[src/rtl/shift_frame_feeder.sv]
// Parallel-to-serial frame feeder: takes one DEPTH-word frame over valid/ready and
// emits it one word per cycle with a shift strobe, stallable by the consumer.
module shift_frame_feeder #(
    parameter int WIDTH = 4,
    parameter int DEPTH = 4
) (
    input  logic                     clock,
    input  logic                     reset,
    input  logic                     io_load_valid,
    output logic                     io_load_ready,
    input  logic [WIDTH*DEPTH-1:0]   io_frame,
    input  logic                     io_hold,
    output logic                     io_shift,
    output logic [WIDTH-1:0]         io_word,
    output logic                     io_done,
    output logic                     io_busy
);

    localparam int FRAME_W = WIDTH * DEPTH;
    localparam int IDX_W   = (DEPTH > 1) ? $clog2(DEPTH) : 1;
    localparam logic [IDX_W-1:0] LAST_IDX = IDX_W'(DEPTH - 1);

    typedef enum logic [1:0] {
        IDLE  = 2'd0,
        SHIFT = 2'd1,
        DONE  = 2'd2
    } state_t;

    state_t               state_q, state_d;
    logic [IDX_W-1:0]     idx_q, idx_d;
    logic [FRAME_W-1:0]   buf_q, buf_d;
    logic [WIDTH-1:0]     word_q, word_d;
    logic                 accept;
    logic                 advance;
    logic                 last;

    function automatic logic [WIDTH-1:0] word_at(input logic [FRAME_W-1:0] f,
                                                 input logic [IDX_W-1:0]   i);
        return f[int'(i)*WIDTH +: WIDTH];
    endfunction

    assign accept  = io_load_valid && io_load_ready;
    assign advance = (state_q == SHIFT) && !io_hold;
    assign last    = (idx_q == LAST_IDX);

    // State register
    always_ff @(posedge clock) begin
        if (!reset) begin
            state_q <= IDLE;
        end else begin
            state_q <= state_d;
        end
    end

    // Next-state logic
    always_comb begin
        state_d = state_q;
        case (state_q)
            IDLE:    if (accept) state_d = SHIFT;
            SHIFT:   if (advance && last) state_d = DONE;
            DONE:    state_d = accept ? SHIFT : IDLE;
            default: state_d = IDLE;
        endcase
    end

    // Output decode
    always_comb begin
        io_load_ready = 1'b0;
        io_busy       = 1'b0;
        io_shift      = 1'b0;
        io_done       = 1'b0;
        case (state_q)
            IDLE:  io_load_ready = reset;
            SHIFT: begin
                io_busy  = 1'b1;
                io_shift = !io_hold;
            end
            DONE: begin
                io_done       = 1'b1;
                io_load_ready = reset;
            end
            default: ;
        endcase
    end

    // The word register is preloaded with the next word so io_word never depends on io_frame directly.
    always_comb begin
        idx_d  = idx_q;
        buf_d  = buf_q;
        word_d = word_q;
        if (accept) begin
            buf_d  = io_frame;
            idx_d  = '0;
            word_d = word_at(io_frame, '0);
        end else if (advance) begin
            if (last) begin
                idx_d = '0;
            end else begin
                idx_d  = idx_q + 1'b1;
                word_d = word_at(buf_q, idx_q + 1'b1);
            end
        end
    end

    always_ff @(posedge clock) begin
        if (!reset) begin
            idx_q  <= '0;
            buf_q  <= '0;
            word_q <= '0;
        end else begin
            idx_q  <= idx_d;
            buf_q  <= buf_d;
            word_q <= word_d;
        end
    end

    assign io_word = word_q;

endmodule

[config.mk]
export PLATFORM = sky130hd
export DESIGN_NAME = shift_frame_feeder
export DESIGN_NICKNAME = d
export VERILOG_FILES = /design/src/rtl/shift_frame_feeder.sv
export SDC_FILE = /design/constraint.sdc
export NUM_CORES = 1
export LEC_CHECK = 0
export BUFFER_PORTS_ARGS = -buffer_cell sky130_fd_sc_hd__buf_2
export CAP_MARGIN = 20
export CORE_MARGIN = 2
export CORE_UTILIZATION = 45
export DETAILED_ROUTE_END_ITERATION = 8
export MAX_ROUTING_LAYER = met4
export PLACE_DENSITY = 0.75
export SKIP_LAST_GASP = 1
export SYNTH_ARGS = -nofsm -noshare
export SYNTH_HDL_FRONTEND = slang
export SYNTH_SLANG_ARGS = --single-unit
[constraint.sdc]
create_clock -name clock -period 4.08 [get_ports clock]
set_clock_uncertainty 0.2 [all_clocks]
set_input_delay 0.408 -clock clock [delete_from_list [all_inputs] [get_ports clock]]
set_output_delay 0.408 -clock clock [all_outputs]
set_load 0.01 [all_outputs]
==> run_results.csv <==
group,metric,value,unit
detailed_routing,ant_nets,0,
clock_tree,cts_max_level,1,
timing,fin_crit_sh,48.8,%
layout,layout_commonest_cell,"nand2_1",
critical_path,worstSetupPathType,"reg2out",
detailed_routing,via_per_inst,5.18,
synthesis,ys_types,21,
timing,worstMarginPinSlew,0.611,ns
placed_design,place_inst,161,
floorplan,dieArea,2670,µm²
clock_tree,hold_buffers,0,
timing,setup_viol,0,
floorplan,core-area,2190,µm²
detailed_routing,met1_length,918,µm
layout,fin_nets,159,
pwr,p_clk_share,23.9,%
run_status,status,"completed",
floorplan,initial_utilization,46.8,%
floorplan,die_x,51.7,µm
layout,antennaDiodeCount,0,
clock_tree,path_clk_slew,0.13,ns
detailed_routing,first_pass_iters,4,
timing,hold_viol,0,
synthesis,synth_edf_count,0,
layout,area_growth,14.2,%
grt,grt_pass1_wl,3330,µm
critical_path,worstSetupEndpointType,"output port",
timing,tns,0,ns
grt,grt_antenna_before_repair,0,
floorplan,die_height,51.7,µm
clock_tree,clk_latency,0.32,ns
detailed_routing,wl,1970,µm
clock_tree,clockRootBuffer,"clkbuf_4",
detailed_routing,initialDrtViolationCount,15,
clock_tree,post_cts_buffers,0,
placed_design,gp_congestion,0.719,
pwr,power_density,372,nW/µm²
critical_path,worst-endpoint-arrival,1.38,ns
grt,grt_pass1_vias,806,
synthesis,netlist_instances,114,
synthesis,synth.cell_area,1020,µm²
clock_tree,numClockSinks,24,
pwr,p_int,0.320,mW
timing,max_freq,503,MHz
placed_design,post-place-ws,1.96,ns
critical_path,startpoint_type,"flip-flop",
placed_design,io_buffers,27,
detailed_routing,drcViolationCount,0,
clock_tree,cts_resized,0,
synthesis,syn_nets,135,
layout,drive_gt1_share,27.2,%
detailed_routing,top_layer_used,"met4",
synthesis,synth_ff_type,"dfxtp_1",
timing,fin_crit,1.99,ns
floorplan,pin_count,28,
detailed_routing,wl_per_cell,12.0,µm
synthesis,synth-seq-cells,24,
floorplan,row_count,17,
grt,grt_util_all_layers,16.9,%
detailed_routing,vias,849,
synthesis,seq_area_frac_synth,46.9,%
pwr,seqPwrFrac,60.9,%
detailed_routing,route.met2.wl,911,µm
flow_run,maxCapViolations,0,
timing,setup_slack,2.09,ns
grt,grt_max_degree,31,
pwr,worst_ir_drop_vdd,0.191,mV
layout,layout.cells.non_filler,164,
clock_tree,cts_inserted_buffers,3,
pwr,leakagePower,0.561,nW
timing,grt_setup_unrepaired,"no",
detailed_routing,dr_wl_met3,80,µm
pwr,p_comb_share,15.2,%
min_path,min_path_type,"in2reg",
grt,grt_overflow,0,
placed_design,dpl.hpwl,1430,µm
synthesis,synth.avg_cell_area,8.99,µm²
timing,slew_viol_final,0,
pwr,switching_power,0.116,mW
critical_path,crit_fanout,11,
synthesis,synth-async-reset-ratio,0,%
pwr,switching_share,26.6,%
clock_tree,clock_tree.buffer_depth,2,
clock_tree,cts_tree,"built",
timing,slew_headroom,59.3,%
critical_path,crit_required,3.47,ns
layout,fill_cells,227,
synthesis,ys_warn_count,0,
layout,final_cell_mix,"nand2_1 (38), buf_2 (27), dfxtp_1 (24), nand3_1 (16)",
flip-flops by register name, summed over array words and instances (netlist names):
name,count
state_q,2
idx_q,2
io_word,4
buf_q,16
synthesized netlist by cell type, types with 2 or more instances:
cell type	n	area, µm²
nor2b_1	3	18.8
o211ai_1	4	30.0
mux2i_1	2	20.0
dfxtp_1	24	480
buf_2	5	25.0
nor2_1	3	11.3
nand4_1	4	25.0
mux4_2	4	90.1
nand2_1	38	143
nand3_1	16	80.1
through the flow:
step | power (mW) | utilization, % | cell area, µm² | hold slack [ns]
after CTS | 0.439 | 53.4 | 1170 | 0.0577
after global placement | 0.335 | 52.4 | 1150 | 0.239
after global routing | 0.458 | 53.4 | 1170 | 0.0560
after floorplan | 0.317 | - | 1020 | 0.231
final | 0.436 | 53.4 | 1170 | 0.0607
after detailed placement | 0.338 | 52.4 | 1150 | 0.245
area by class of cell:
type                    count  area [µm²]  area share, %
flip-flops and latches     24         480           41.1
well taps                  28        35.0           2.99
repair buffers             27         135           11.6
clock buffers               3        22.5           1.93
multi-input cells          82         497           42.5
cell families (layout without fill, tap and decap cells):
kind of cell	Yosys count	in the layout	synth area share [%]
AO/OA/AOI/OAI	6	6	4.52
adder cells (fa/ha/maj)	1	1	1.22
AND/OR/NAND/NOR	69	69	32.0
flip-flops	24	24	46.9
buffers and inverters	8	30	4.64
multiplexers	6	6	10.7
power groups by stage:
stage                     Combinational, mW  Sequential [mW]  Clock [mW]
after floorplan                      0.0504            0.266           0
after global placement               0.0650            0.270           0
after detailed placement             0.0668            0.271           0
after CTS                            0.0672            0.266       0.106
after global routing                 0.0751            0.268       0.114
final                                0.0662            0.266       0.104
path summary, 6_finish.rpt:
path	from	to	slack (ns)	cells past startpoint
hold / removal	io_frame[15]	buf_q[15]	0.06	3
setup reg to reg	idx_q[0]	io_word[1]	2.25	4
setup / recovery	state_q[0]	io_shift	2.09	2
hold reg to reg	buf_q[8]	buf_q[8]	0.26	2
per-layer routing:
layer  up-vias  GRT usage [%]
met5         -              -
met4         0           9.21
met3         5           1.72
met2        23           28.6
met1       381           19.6
li1        440              -
critical path, stage by stage (launching register included):
cell	delay [ns]
dfxtp_1	0.53
nor3b_4	0.35
buf_2	0.19
No activity file was read; power rests on OpenSTA's default activity.
